[src/rtl/audio_pkg.sv]
`default_nettype none
// ============================================================================
// Module      : audio_pkg
// Description : Shared definitions for the audio sample buffer: PCM sample
//               width, the playback state encoding, the silence code and a
//               saturating counter helper.
// Revision    : 1.0 - initial release
// ============================================================================
package audio_pkg;

    localparam int PCM_W = 16;

    // PRIMING: waiting for the FIFO to fill before (re)starting playback.
    // RUNNING: one sample is handed to the serializer per LRCK edge.
    typedef enum logic [0:0] {
        PRIMING = 1'b0,
        RUNNING = 1'b1
    } state_e;

    localparam logic [PCM_W-1:0] SILENCE = 16'h0000;

    // Increment that sticks at all-ones instead of wrapping.
    function automatic logic [15:0] sat_inc16(input logic [15:0] v);
        return (v == 16'hFFFF) ? v : (v + 16'd1);
    endfunction

endpackage : audio_pkg
`default_nettype wire

[src/rtl/audio_fifo_ram.sv]
`default_nettype none
// ============================================================================
// Module      : audio_fifo_ram
// Description : DEPTH x PCM_W sample storage. Registered write, asynchronous
//               read by pointer. No reset: stale contents are never observed
//               because the owner tracks occupancy with its own pointers.
// Ports       : clk      - rising-edge clock
//               we_i     - write enable
//               waddr_i  - write pointer
//               wdata_i  - sample to write
//               raddr_i  - read pointer
//               rdata_o  - sample at read pointer (combinational)
// Revision    : 1.0 - initial release
// ============================================================================
module audio_fifo_ram
    import audio_pkg::*;
#(
    parameter int DEPTH = 16,
    parameter int AW    = $clog2(DEPTH)
) (
    input  logic             clk,
    input  logic             we_i,
    input  logic [AW-1:0]    waddr_i,
    input  logic [PCM_W-1:0] wdata_i,
    input  logic [AW-1:0]    raddr_i,
    output logic [PCM_W-1:0] rdata_o
);

    logic [PCM_W-1:0] mem_q [DEPTH];

    always_ff @(posedge clk) begin
        if (we_i) begin
            mem_q[waddr_i] <= wdata_i;
        end
    end

    // A write lands on the clock edge, so a sample is readable only from the
    // cycle after it was written.
    assign rdata_o = mem_q[raddr_i];

endmodule : audio_fifo_ram
`default_nettype wire

[src/rtl/audio_sample_buffer.sv]
`default_nettype none
// ============================================================================
// Module      : audio_sample_buffer
// Description : Elastic PCM buffer in front of the I2S DAC serializer. Samples
//               arrive over a valid/ready stream into a FIFO; every LRCK edge
//               requests the next sample, which is presented on pcm_out one
//               clock later. A priming FSM waits for PRIME samples before
//               playback starts and falls back to priming on underrun, where
//               silence is output and a saturating counter is bumped.
// Ports       : clk            - MCLK-domain clock, rising edge
//               reset          - asynchronous active-high reset
//               s_data/s_valid - incoming sample stream
//               s_ready        - FIFO not full
//               lrck           - DAC LRCK (same clock domain)
//               mute           - output silence, FIFO still drains
//               pcm_out        - sample for the serializer, held between edges
//               level          - FIFO occupancy 0..DEPTH
//               playing        - high while RUNNING
//               underrun       - one-cycle pulse per underrun
//               underrun_count - saturating underrun count
// Revision    : 1.0 - initial release
// ============================================================================
module audio_sample_buffer
    import audio_pkg::*;
#(
    parameter int  DEPTH = 16,
    parameter int  PRIME = 8,
    localparam int AW    = $clog2(DEPTH)
) (
    input  logic             clk,
    input  logic             reset,
    input  logic [PCM_W-1:0] s_data,
    input  logic             s_valid,
    output logic             s_ready,
    input  logic             lrck,
    input  logic             mute,
    output logic [PCM_W-1:0] pcm_out,
    output logic [AW:0]      level,
    output logic             playing,
    output logic             underrun,
    output logic [15:0]      underrun_count
);

    localparam logic [AW:0]   LVL_FULL  = (AW+1)'(DEPTH);
    localparam logic [AW:0]   LVL_PRIME = (AW+1)'(PRIME);
    localparam logic [AW:0]   LVL_ONE   = (AW+1)'(1);
    localparam logic [AW-1:0] PTR_ONE   = AW'(1);

    // ------------------------------------------------------------------
    // State
    // ------------------------------------------------------------------
    state_e           state_q,  state_d;
    logic             lrck_q;
    logic [AW-1:0]    wr_ptr_q, wr_ptr_d;
    logic [AW-1:0]    rd_ptr_q, rd_ptr_d;
    logic [AW:0]      level_q,  level_d;
    logic [PCM_W-1:0] pcm_q,    pcm_d;
    logic             under_q,  under_d;
    logic [15:0]      ucnt_q,   ucnt_d;

    logic             req;
    logic             push;
    logic             pop;
    logic [PCM_W-1:0] head;

    // One request per LRCK edge, either direction: one sample per slot.
    assign req  = lrck ^ lrck_q;

    // Readiness depends on the registered level only, so it has no
    // combinational path from s_valid or lrck. When full, a same-cycle pop
    // does not open the door for a push; the push lands one cycle later.
    assign s_ready = (level_q != LVL_FULL);
    assign push    = s_valid && s_ready;

    // ------------------------------------------------------------------
    // Storage
    // ------------------------------------------------------------------
    audio_fifo_ram #(
        .DEPTH (DEPTH),
        .AW    (AW)
    ) u_ram (
        .clk     (clk),
        .we_i    (push),
        .waddr_i (wr_ptr_q),
        .wdata_i (s_data),
        .raddr_i (rd_ptr_q),
        .rdata_o (head)
    );

    // ------------------------------------------------------------------
    // FSM and output sample selection
    // ------------------------------------------------------------------
    always_comb begin
        state_d = state_q;
        pop     = 1'b0;
        pcm_d   = pcm_q;
        under_d = 1'b0;
        ucnt_d  = ucnt_q;

        unique case (state_q)
            PRIMING: begin
                // Requests during priming still advance the serializer, so
                // they are answered with silence rather than ignored.
                if (req) begin
                    pcm_d = SILENCE;
                end
                if (level_q >= LVL_PRIME) begin
                    state_d = RUNNING;
                end
            end
            RUNNING: begin
                if (req) begin
                    if (level_q != '0) begin
                        // Mute only masks the data; the sample is consumed
                        // so timing stays locked to the source.
                        pop   = 1'b1;
                        pcm_d = mute ? SILENCE : head;
                    end else begin
                        pcm_d   = SILENCE;
                        under_d = 1'b1;
                        ucnt_d  = sat_inc16(ucnt_q);
                        state_d = PRIMING;
                    end
                end
            end
            default: begin
                state_d = PRIMING;
            end
        endcase
    end

    // ------------------------------------------------------------------
    // Pointers and occupancy
    // ------------------------------------------------------------------
    always_comb begin
        wr_ptr_d = push ? (wr_ptr_q + PTR_ONE) : wr_ptr_q;
        rd_ptr_d = pop  ? (rd_ptr_q + PTR_ONE) : rd_ptr_q;
        unique case ({push, pop})
            2'b10:   level_d = level_q + LVL_ONE;
            2'b01:   level_d = level_q - LVL_ONE;
            default: level_d = level_q;
        endcase
    end

    always_ff @(posedge clk or posedge reset) begin
        if (reset) begin
            state_q  <= PRIMING;
            lrck_q   <= 1'b0;
            wr_ptr_q <= '0;
            rd_ptr_q <= '0;
            level_q  <= '0;
            pcm_q    <= SILENCE;
            under_q  <= 1'b0;
            ucnt_q   <= 16'h0000;
        end else begin
            state_q  <= state_d;
            lrck_q   <= lrck;
            wr_ptr_q <= wr_ptr_d;
            rd_ptr_q <= rd_ptr_d;
            level_q  <= level_d;
            pcm_q    <= pcm_d;
            under_q  <= under_d;
            ucnt_q   <= ucnt_d;
        end
    end

    assign pcm_out        = pcm_q;
    assign level          = level_q;
    assign playing        = (state_q == RUNNING);
    assign underrun       = under_q;
    assign underrun_count = ucnt_q;

endmodule : audio_sample_buffer
`default_nettype wire

[config.mk]
export PLATFORM = sky130hd
export DESIGN_NAME = audio_sample_buffer
export DESIGN_NICKNAME = d
export VERILOG_FILES = /design/src/rtl/audio_pkg.sv /design/src/rtl/audio_fifo_ram.sv /design/src/rtl/audio_sample_buffer.sv
export SDC_FILE = /design/constraint.sdc
export NUM_CORES = 1
export LEC_CHECK = 0
export CORE_ASPECT_RATIO = 2
export CORE_MARGIN = 2
export CORE_UTILIZATION = 40
export DETAILED_ROUTE_END_ITERATION = 10
export GPL_ROUTABILITY_DRIVEN = 0
export GPL_TIMING_DRIVEN = 0
export REMOVE_ABC_BUFFERS = 1
export SLEW_MARGIN = 40
export SYNTH_ARGS = -nofsm -noshare
export SYNTH_HDL_FRONTEND = slang
export SYNTH_HIERARCHICAL = 1
export SYNTH_SLANG_ARGS = --single-unit
[constraint.sdc]
create_clock -name clk -period 3.8 [get_ports clk]
set_input_delay 0.76 -clock clk [delete_from_list [all_inputs] [get_ports clk]]
set_output_delay 0.76 -clock clk [all_outputs]
set_load 0.005 [all_outputs]
==> qor.log, run 1 <==
[critical_path] endpoint class of the critical path flip-flop
[power] pwr/cell area 697.9 nW/um^2
[global_route] remaining global-route overflow 0
[power] total power 9.978 mW
[placement] input/output buffers 60
[power] portion of total power attributed to sequential cells 44.1%
[synth] sequential-to-total area share from yosys stat 75.06%
[sta] worst rel slew slack 62.83%
[die] boundary pin count 61
[global_route] wire length of the first global-routing pass 37.97 mm
[synth] Synth Area in XOR/XNOR 1.923%
[drt] post-route antenna net violation count 0
[critical_path] worst setup slack for register-to-register paths 0.71 ns
[hold_path] startpoint of the lowest-slack hold path underrun_count[15]$_DFFE_PP0P_
[global_route] via count of the first global-routing pass 6214
[run_status] run status finished, final reports clean
[synth] average instance area after synthesis 20.21 sq um
[synth] basic-gate share of the synthesized area counting and, or, nand and nor cells 4.216%
[drt] Initial DRC Count 400
[power] portion of total power attributed to the clock network 27.5%
[global_route] maximum number of pins on one net before global-route repair 30
[critical_path] data arrival at the endpoint of the critical path 3.79 ns
[global_route] met3 global-route usage 2.479%
[power] fraction of power spent switching nets 29.11%
[finish] final core utilization 48.81%
[die] die area 31080 sq um
[clock_network] total CTS buffers 27
[critical_path] RR Startpoint lrck_q$_DFF_PP0_
[placement] Placed Instance Area 13390 sq um
[finish] Nets 715
[clock_network] clock network latency to the later pin of the worst-skew pair 0.56 ns
[sta] Hold Fails Final Rpt 0
[die] starting density of the core 40.44%
[sta] final worst setup slack 0.4342 ns
[sta] slew of the pin with the lowest slew margin 0.5576 ns
[synth] cell area after synthesis 11840 sq um
[global_route] peak-usage layer in the global routing report met2
[drt] Avg WL per Cell 23.38 um
[run] # Max-Cap Violations 0
[synth] synthesized-area fraction occupied by ao, oa, aoi and oai cells 3.634%
[hold_path] number of instances on the worst hold path 1
[clock_network] number of buffers added for setup after CTS 0
[hold_path] endpoint of the worst hold path underrun_count[15]$_DFFE_PP0P_
[sta] Slew Viols, Final 0
[sta] period utilization 88.57%
[die] Die Width 125.7 um
[power] largest voltage drop on the vdd net 0.5189 mV
[clock_network] Sink Count 304
[drt] total number of vias 5846
[critical_path] CP max FO 6
[synth] number of warnings reported in the yosys synthesis log 6
[synth] number of distinct standard cells referenced by the synthesized netlist 41
[sta] final setup skew 0.01862 ns
[global_route] initial antenna violation count 0
[drt] drt total wl 25.04 mm
[critical_path] required time at the worst-slack endpoint 4.23 ns
[synth] synthesized instance count 586
[global_route] global routing usage on met2 30.64%
[drt] number of iterations in the first detailed-routing pass 4
[clock_network] clock buffer depth 3
[clock_network] clk slew on worst S/H paths 0.07 ns
[die] row count 89
[finish] ant diodes 0
[sta] clock period minus final worst setup slack 3.366 ns
[clock_network] clock tree from TritonCTS done
[power] P_sw 2.905 mW
[critical_path] kind of start point of the critical path input port
[finish] layout overhead on the synthesized area 20.72%
[clock_network] cells resized by post-CTS repair 0
[critical_path] number of cells on the worst reg-to-reg path 11
[finish] cell area after layout 14300 sq um
[drt] DRC 0
[placement] minimum setup slack after placement -0.1757 ns
[critical_path] path type of the worst setup path in -> reg
[clock_network] number of hold buffers added after cts 0
[power] combinational cell fraction of total power 28.4%
[synth] Post-Synth Adder-Cell Area 0.9086%
[clock_network] Clock Root Buffer clkbuf_16
[synth] fraction of synthesized area in multiplexers 12.86%
[synth] post-synthesis register bit count 304
[placement] half-perimeter wire length after placement 16.88 mm
[sta] Setup violations, final 0
[sta] setup repair after global routing missed its margin no
[global_route] combined global-route utilization of all metal layers 16.44%
[power] leakage power 4.867 nW
[sta] Max Fclk 0.2971 GHz
[sta] hold_ws 0.4971 ns
[power] internal power of the cells 7.073 mW
[finish] share of final-layout standard cells stronger than drive strength 1 24.33%
[die] floorplan die height 247.3 um
[die] Core Area 29290 sq um
[synth] main combinational cell family by area after synthesis multiplexers
[hold_path] type of the tightest min-delay check reg -> reg
[drt] per-cell via count in the routed design 5.458
[clock_network] number of levels the H-tree was split into 1
[global_route] met1 Use GR 19.18%
[critical_path] worst reg2reg path endpoint level[4]$_DFFE_PP0P_
## metal layers
metal / vias to the layer above / wire, um
met1: 3068 / 9352
li1: 2594 / -
met2: 140 / 13820
met5: - / 0
met4: 0 / 656
met3: 44 / 1218
## layout make-up
class / instances / area (sq um)
Clock buffer: 36 / 749.5
Clock inverter: 14 / 153.9
Fill cell: 2365 / 14990
Inverter: 6 / 25.02
Multi-Input combinational cell: 250 / 2937
Sequential cell: 304 / 8896
Tap cell: 364 / 455.4
Timing Repair Buffer: 97 / 1080
## registers in the layout, indices dropped and copies added (netlist names)
register and cells:
level 5, u_ram/mem_q 256, wr_ptr_q 4, underrun_count 16, pcm_out 16, rd_ptr_q 4
lrck_q 1, playing 1, underrun 1
## power groups by stage
stage / clock network (mW) / registers, mW / logic, mW
finish: 2.74 / 4.40 / 2.83
global route: 2.94 / 4.45 / 3.06
CTS: 2.83 / 4.41 / 2.90
detailed placement: 0 / 4.47 / 2.89
global placement: 0 / 4.73 / 2.36
floorplan: 0 / 4.55 / 1.58
## worst max-delay path by stage
stage	startpoint	endpoint	slack, ns
2_1_floorplan	rd_ptr_q[0]$_DFFE_PP0P_	pcm_out[0]$_DFFE_PP0P_	0.05
3_3_place_gp	lrck	level[4]$_DFFE_PP0P_	-1.83
3_5_place_dp	lrck	level[4]$_DFFE_PP0P_	-0.18
4_1_cts	lrck	level[4]$_DFFE_PP0P_	0.40
5_1_grt	lrck	level[4]$_DFFE_PP0P_	0.17
6_report	lrck	level[4]$_DFFE_PP0P_	0.43
## through the flow
step	cells	TNS (ns)
after floorplan	560	0
after global placement	984	-125.50
after detailed placement	1021	-0.1757
after CTS	1071	0
after global routing	1071	0
final	1071	0
## cells by family (layout without fill, tap and decap cells)
group           after synthesis  in the layout
xor+xnor                     26             26
fa+ha+maj                     8              8
mux                          68             68
flops                       304            304
buf+inv                      32            153
simple gates                 93             93
compound gates               55             55
## synth_stat cells, drive strengths merged
cell	count	area (sq um)
and3	2	12.51
inv	6	22.52
a21o	1	7.510
edfxtp	256	7687
a22oi	32	240.2
mux2	3	33.78
ha	7	87.58
nor3b	2	25.02
o21ai	3	15.01
a22o	16	140.1
nand2b	2	12.51
xor2	11	96.34
a21oi	2	10.01
nor4b	1	23.77
clkbuf	12	45.04
and2	2	12.51
mux4	64	1479
buf	14	98.84
mux2i	1	10.01
or3	1	6.260
nand4	4	25.02
dfrtp	48	1201
nand3b	2	15.01
nand3	10	50.05
fa	1	20.02
and4	2	17.52
o31a	1	17.52
or3b	2	17.52
xnor2	15	131.4
nor2	19	71.32
nand2	29	108.9
nor2b	5	31.28
nor3	7	40.04
or4	1	11.26
nor4	1	6.260
and4bb	1	12.51
## critical path, cell delays in order
cell	delay, ns
clkdlybuf4s50_1	0.46
xnor2_2	0.22
buf_4	0.19
nor3b_2	0.42
ha_1	0.33
inv_1	0.10
fa_1	0.40
nor2b_1	0.12
o21ai_0	0.11
nand3_1	0.10
or3b_2	0.45
xnor2_1	0.13
## layout by cell type (no fill, tap or decap), drive strengths merged, types with 2 or more instances in the layout
cell	n
mux4	64
edfxtp	256
and2	2
and3	2
or3b	2
nand2	29
mux2	3
a22oi	32
nor2	19
buf	37
ha	7
clkdlybuf4s50	60
nor3b	2
a21oi	2
xor2	11
nand3b	2
nor2b	5
o21ai	3
bufinv	2
clkinvlp	2
clkbuf	36
xnor2	15
dfrtp	48
inv	9
and4	2
clkinv	7
nor3	7
nand2b	2
nand3	10
nand4	4
a22o	16
No activity file was read; power rests on OpenSTA's default activity.
==> inputs of run 2 (changes only) <==
Settings changed: CORE_MARGIN 2 to unset, CORE_UTILIZATION 40 to 59, PLACE_DENSITY set to 0.79.
==> qor.log, run 2 (synthesis gave the netlist of run 1 again) <==
[run_status] run status finished, final reports clean
[drt] Initial DRC Count 510
[sta] setup repair after global routing missed its margin no
[hold_path] type of the tightest min-delay check in -> async
[clock_network] clock network latency to the later pin of the worst-skew pair 0.55 ns
[clock_network] clock buffer depth 3
[finish] most frequent cells in the layout edfxtp_1 (256), clkdlybuf4s50_1 (60), mux4_2 (54), dfrtp_1 (46), a22oi_1 (32)
[die] floorplan die height 202.4 um
[power] largest voltage drop on the vdd net 0.5054 mV
[clock_network] clock tree from TritonCTS done
[critical_path] kind of start point of the critical path input port
[die] die area 20680 sq um
[clock_network] clk slew on worst S/H paths 0.07 ns
[global_route] initial antenna violation count 0
[drt] Avg WL per Cell 27.02 um
[sta] Max Fclk 0.2786 GHz
[placement] input/output buffers 60
[drt] DRC 0
[global_route] via count of the first global-routing pass 6663
[finish] max reg flops 256
[power] leakage power 4.928 nW
[sta] setup tns final 0 ns
[global_route] combined global-route utilization of all metal layers 27.15%
[sta] Slew Viols, Final 0
[die] Die Width 102.2 um
[sta] clock period minus final worst setup slack 3.590 ns
[sta] worst rel slew slack 54.48%
[critical_path] CP max FO 7
[critical_path] data arrival at the endpoint of the critical path 4.01 ns
[run] # Max-Cap Violations 0
[finish] Top reg by flops u_ram/mem_q
[clock_network] Clock Root Buffer clkbuf_16
[global_route] remaining global-route overflow 0
[finish] ant diodes 0
[finish] final core utilization 72.72%
[critical_path] most repeated library cell on the critical path buf_4
[finish] layout overhead on the synthesized area 21.15%
[critical_path] path type of the worst setup path in -> reg
[die] boundary pin count 61
[critical_path] required time at the worst-slack endpoint 4.22 ns
[drt] number of iterations in the first detailed-routing pass 4
[sta] final worst setup slack 0.2100 ns
[placement] minimum setup slack after placement -0.4638 ns
[critical_path] ordered list of cells on the worst path clkdlybuf4s50_1 > xnor2_2 > buf_4 > buf_4 > nor3b_4 > ha_1 > inv_1 > fa_1 > nor2b_1 > o21ai_0 > nand3_1 > or3b_2 > xnor2_1
[clock_network] number of levels the H-tree was split into 1
[sta] final setup skew 0.01927 ns
[drt] total number of vias 6208
[critical_path] Buffers & Inverters on Critical Path 4
[drt] post-route antenna net violation count 0
[finish] share of final-layout standard cells stronger than drive strength 1 23.93%
[finish] most frequent standard cell in the layout excluding fill and tap cells edfxtp_1
[global_route] wire length of the first global-routing pass 39.43 mm
[finish] Nets 711
[critical_path] cell family contributing the most delay on the critical path simple AND/OR/NAND/NOR gates
[clock_network] total CTS buffers 26
[sta] slew of the pin with the lowest slew margin 0.6812 ns
[clock_network] number of buffers added for setup after CTS 0
[global_route] maximum number of pins on one net before global-route repair 40
[die] starting density of the core 60.03%
[power] total power 10.37 mW
[die] row count 73
[sta] Setup violations, final 0
[sta] period utilization 94.47%
[critical_path] slowest stage delay, CP 0.46 ns
[clock_network] Sink Count 304
[die] Core Area 19730 sq um
[critical_path] endpoint class of the critical path flip-flop
[critical_path] library cell contributing the largest single delay on the critical path clkdlybuf4s50_1
[sta] Hold Fails Final Rpt 0
[power] pwr/cell area 722.6 nW/um^2
[placement] half-perimeter wire length after placement 16.26 mm
[drt] per-cell via count in the routed design 6.440
[drt] drt total wl 26.05 mm
run 2: cell count changes in the layout (fill, tap and decap cells not counted), sizes merged:
cell / delta
bufinv: +6
clkbuf: -5
buf: -3
inv: -2
clkinv: -1
run 2: area by class of cell:
cell class,instances,area (sq um)
clock inverters,17,296.5
inverters,6,25.02
well taps,262,327.8
flip-flops and latches,304,8896
repair buffers,94,1149
fillers,1135,5381
multi-input cells,250,2943
clock buffers,31,710.7
run 2: metrics by stage:
| stage | hold WS [ns] | instances | instance area [sq um] |
|---|---|---|---|
| after global placement | 0.4829 | 882 | 12630 |
| after global routing | 0.4707 | 964 | 14350 |
| after CTS | 0.4616 | 964 | 14340 |
| after floorplan | 0.4840 | 560 | 11700 |
| final | 0.4804 | 964 | 14350 |
| after detailed placement | 0.4868 | 916 | 13330 |
run 2: path summary, 6_finish.rpt:
path                            slack, ns                        endpoint                      startpoint  cells after the start
worst max-delay path                 0.21            level[4]$_DFFE_PP0P_                            lrck                     13
worst min-delay path                 0.48   underrun_count[3]$_DFFE_PP0P_                           reset                      2
worst max register to register       0.52            level[4]$_DFFE_PP0P_                lrck_q$_DFF_PP0_                     12
worst min register to register       0.50  underrun_count[14]$_DFFE_PP0P_  underrun_count[14]$_DFFE_PP0P_                      1
max in group asynchronous            2.83         rd_ptr_q[0]$_DFFE_PP0P_                           reset                      3
min in group clk                     0.50  underrun_count[14]$_DFFE_PP0P_  underrun_count[14]$_DFFE_PP0P_                      1
run 2: metal layers:
| layer | wire (um) | global-route usage, % |
|---|---|---|
| met3 | 1590 | 4.253 |
| met5 | 0 | 0 |
| met2 | 14080 | 45.71 |
| met4 | 1158 | 13.83 |
| met1 | 9222 | 33.67 |
run 2: power by group:
group | total, mW | internal (mW) | switching (mW)
Combinational | 2.83 | 1.45 | 1.38
Clock | 3.07 | 1.89 | 1.19
Sequential | 4.46 | 4.08 | 0.389
run 2: worst register-to-register path: cells and delay by family, from the launching register on:
family | cells | cell delay [ns]
flip-flops | 1 | 0.40
AO/OA/AOI/OAI | 1 | 0.11
adder cells (fa/ha/maj) | 2 | 0.73
AND/OR/NAND/NOR | 4 | 1.03
XOR/XNOR | 2 | 0.36
buffers and inverters | 3 | 0.55
run 2: timing repair:
item / in CTS / in global routing
gates resized for setup: 0 / 1
hold buffers: 0 / 0
endpoints found under the setup margin: 0 / 1
==> inputs of run 3 (changes only) <==
Settings changed: ABC_AREA set to 1, CORE_UTILIZATION 59 to 60, SLEW_MARGIN 40 to 5, SYNTH_HIERARCHICAL 1 to unset.
==> qor.log, run 3 <==
[run_status] run status finished, final reports clean
[sta] Setup violations, final 0
[sta] final worst setup slack 0.4876 ns
[drt] per-cell via count in the routed design 5.544
[die] Die Width 107.7 um
[sta] Hold Fails Final Rpt 0
[critical_path] CP max FO 17
[critical_path] path type of the worst setup path in -> reg
[clock_network] number of hold buffers added after cts 0
[placement] placed cell count 1643
[finish] Top reg by flops u_ram.mem_q
[die] boundary pin count 61
[sta] period utilization 87.17%
[critical_path] endpoint class of the critical path flip-flop
[sta] setup tns final 0 ns
[synth] synthesized instance count 1334
[sta] setup repair after global routing missed its margin no
[power] pwr/cell area 689.4 nW/um^2
[drt] number of iterations in the first detailed-routing pass 5
[die] row count 77
[synth] Synth top area share 57.31%
[finish] max reg flops 256
[drt] Avg WL per Cell 18.09 um
[finish] fill count 1496
[critical_path] number of cells on the worst reg-to-reg path 14
[critical_path] cell family contributing the most delay on the critical path XOR/XNOR gates
[die] die area 23000 sq um
[critical_path] most repeated library cell on the critical path nand2_1
[clock_network] Sink Count 304
[synth] dominant synthesized flop cell edfxtp_1
[drt] Initial DRC Count 629
[synth] count of flip-flops with a built-in enable after synthesis 256
[sta] final setup skew 0.01761 ns
[placement] minimum setup slack after placement -0.03675 ns
[sta] clock period minus final worst setup slack 3.312 ns
[global_route] combined global-route utilization of all metal layers 27.67%
[power] leakage power 6.635 nW
[die] floorplan die height 213.5 um
[finish] cell area after layout 15390 sq um
[run] # Max-Cap Violations 0
[power] largest voltage drop on the vdd net 0.7045 mV
[critical_path] worst reg2reg path endpoint level[4]$_DFFE_PP0P_
[finish] most frequent standard cell in the layout excluding fill and tap cells nand2_1
[critical_path] required time at the worst-slack endpoint 4.27 ns
[drt] DRC 0
[synth] sequential-to-total area share from yosys stat 66.26%
[hold_path] type of the tightest min-delay check reg -> reg
[finish] ant diodes 0
[clock_network] Clock Root Buffer clkbuf_16
[clock_network] number of levels the H-tree was split into 1
[critical_path] critical path launch point lrck
[drt] total number of vias 9364
[synth] most frequently used cell type in the post-synthesis netlist nand2_1
[critical_path] worst setup path endpoint level[4]$_DFFE_PP0P_
[critical_path] worst setup slack for register-to-register paths 0.79 ns
[clock_network] total CTS buffers 25
[synth] most instantiated cells after synthesis nand2_1 (478), edfxtp_1 (256), inv_1 (196), nand3_1 (188), dfrtp_1 (48)
[finish] most frequent cells in the layout nand2_1 (478), edfxtp_1 (256), inv_1 (195), nand3_1 (188), clkdlybuf4s50_1 (60)
[sta] worst rel slew slack 11.36%
[global_route] initial antenna violation count 0
[clock_network] clock tree from TritonCTS done
[clock_network] clk slew on worst S/H paths 0.07 ns
[critical_path] RR Startpoint lrck_q$_DFF_PP0_
[synth] number of warnings reported in the yosys synthesis log 0
[die] starting density of the core 60.80%
[global_route] maximum number of pins on one net before global-route repair 128
[placement] Placed Instance Area 14500 sq um
[critical_path] kind of start point of the critical path input port
[placement] input/output buffers 60
[critical_path] Critical Path Stages 15
[clock_network] clock buffer depth 3
[synth] async set-reset flop share out of synthesis 15.79%
[synth] cell area after synthesis 13410 sq um
[sta] Slew Viols, Final 0
[finish] Nets 1425
[drt] drt total wl 30.56 mm
[global_route] remaining global-route overflow 0
[critical_path] Buffers & Inverters on Critical Path 3
[global_route] wire length of the first global-routing pass 47.23 mm
[finish] final core utilization 69.74%
[sta] Max Fclk 0.3019 GHz
[finish] filler-free cell count of the finished design 1689
[synth] average instance area after synthesis 10.06 sq um
[critical_path] ordered list of cells on the worst path clkdlybuf4s50_1 > xnor2_2 > nor2_4 > nand2_2 > inv_2 > ha_1 > xor2_1 > ha_1 > inv_1 > nand2_1 > nand3_1 > nand2_1 > xor2_1 > nand2_1 > nand2_1
[placement] half-perimeter wire length after placement 19.00 mm
[sta] slew of the pin with the lowest slew margin 1.323 ns
[critical_path] library cell contributing the largest single delay on the critical path xnor2_2
[critical_path] data arrival at the endpoint of the critical path 3.78 ns
[synth] largest cells by area after synthesis edfxtp_1 (57%), nand2_1 (13%), dfrtp_1 (9.0%)
[global_route] via count of the first global-routing pass 9245
[clock_network] number of buffers added for setup after CTS 0
[clock_network] cells resized by post-CTS repair 0
[drt] post-route antenna net violation count 0
[finish] share of final-layout standard cells stronger than drive strength 1 7.856%
[clock_network] clock network latency to the later pin of the worst-skew pair 0.54 ns
[critical_path] slowest stage delay, CP 1.02 ns
[die] Core Area 22060 sq um
[synth] number of distinct standard cells referenced by the synthesized netlist 32
[finish] layout overhead on the synthesized area 14.70%
[synth] Yosys top cell by area edfxtp_1
[synth] post-synthesis register bit count 304
==> run 3: cell families (layout without fill, tap and decap cells) <==
kind of cell | count (synthesis) | count (layout) | synth area share [%]
buffers and inverters | 257 | 336 | 7.695
AOI/OAI and AO/OA | 14 | 14 | 0.6996
xor gates and xnor gates | 22 | 22 | 1.492
adders and majority gates | 10 | 10 | 0.9327
and+or+nand+nor | 727 | 727 | 22.92
DFF | 304 | 304 | 66.26
==> run 3: worst min-delay path by stage <==
stage | from | endpoint | slack, ns | cells past startpoint
final | pcm_out[13]$_DFFE_PP0P_ | pcm_out[13]$_DFFE_PP0P_ | 0.48 | 2
after global routing | pcm_out[13]$_DFFE_PP0P_ | pcm_out[13]$_DFFE_PP0P_ | 0.50 | 2
after CTS | pcm_out[13]$_DFFE_PP0P_ | pcm_out[13]$_DFFE_PP0P_ | 0.49 | 2
after detailed placement | pcm_out[0]$_DFFE_PP0P_ | pcm_out[0]$_DFFE_PP0P_ | 0.47 | 2
after global placement | pcm_out[12]$_DFFE_PP0P_ | pcm_out[12]$_DFFE_PP0P_ | 0.46 | 2
after floorplan | pcm_out[0]$_DFFE_PP0P_ | pcm_out[0]$_DFFE_PP0P_ | 0.47 | 2
==> run 3: through the flow <==
step	power, mW	hold WS (ns)
finish	10.61	0.4832
CTS	10.64	0.4877
global placement	7.766	0.4634
global route	11.18	0.5008
floorplan	6.548	0.4724
detailed placement	7.910	0.4652
==> run 3: power by group <==
| group | internal (mW) | switching (mW) | total, mW |
|---|---|---|---|
| combinational | 1.20 | 2.15 | 3.35 |
| clock | 1.58 | 1.16 | 2.75 |
| sequential | 4.07 | 0.446 | 4.51 |
==> run 3: layer usage <==
metal | routed length [um] | global-route usage [%] | part of all wire (%)
met1 | 10670 | 31.54 | 35
met5 | 0 | 0 | 0
met3 | 1962 | 3.252 | 6.4
met2 | 16250 | 49.47 | 53
met4 | 1680 | 16.30 | 5.5
==> run 3: tightest hold or removal path, cell delays in order, from the launching register on <==
cell	delay (ns)
dfrtp_1	0.35
nand2_1	0.05
nand2_1	0.05
==> run 3: layout make-up <==
class                           count  area, sq um  share of cell area [%]
Clock buffer                       29        650.6                   4.229
Clock inverter                     17        229.0                   1.488
Inverter                          203        767.0                   4.985
Multi-Input combinational cell    773         3563                   23.16
Sequential cell                   304         8895                   57.81
Tap cell                          276        345.3                   2.244
Timing Repair Buffer               87        935.9                   6.083
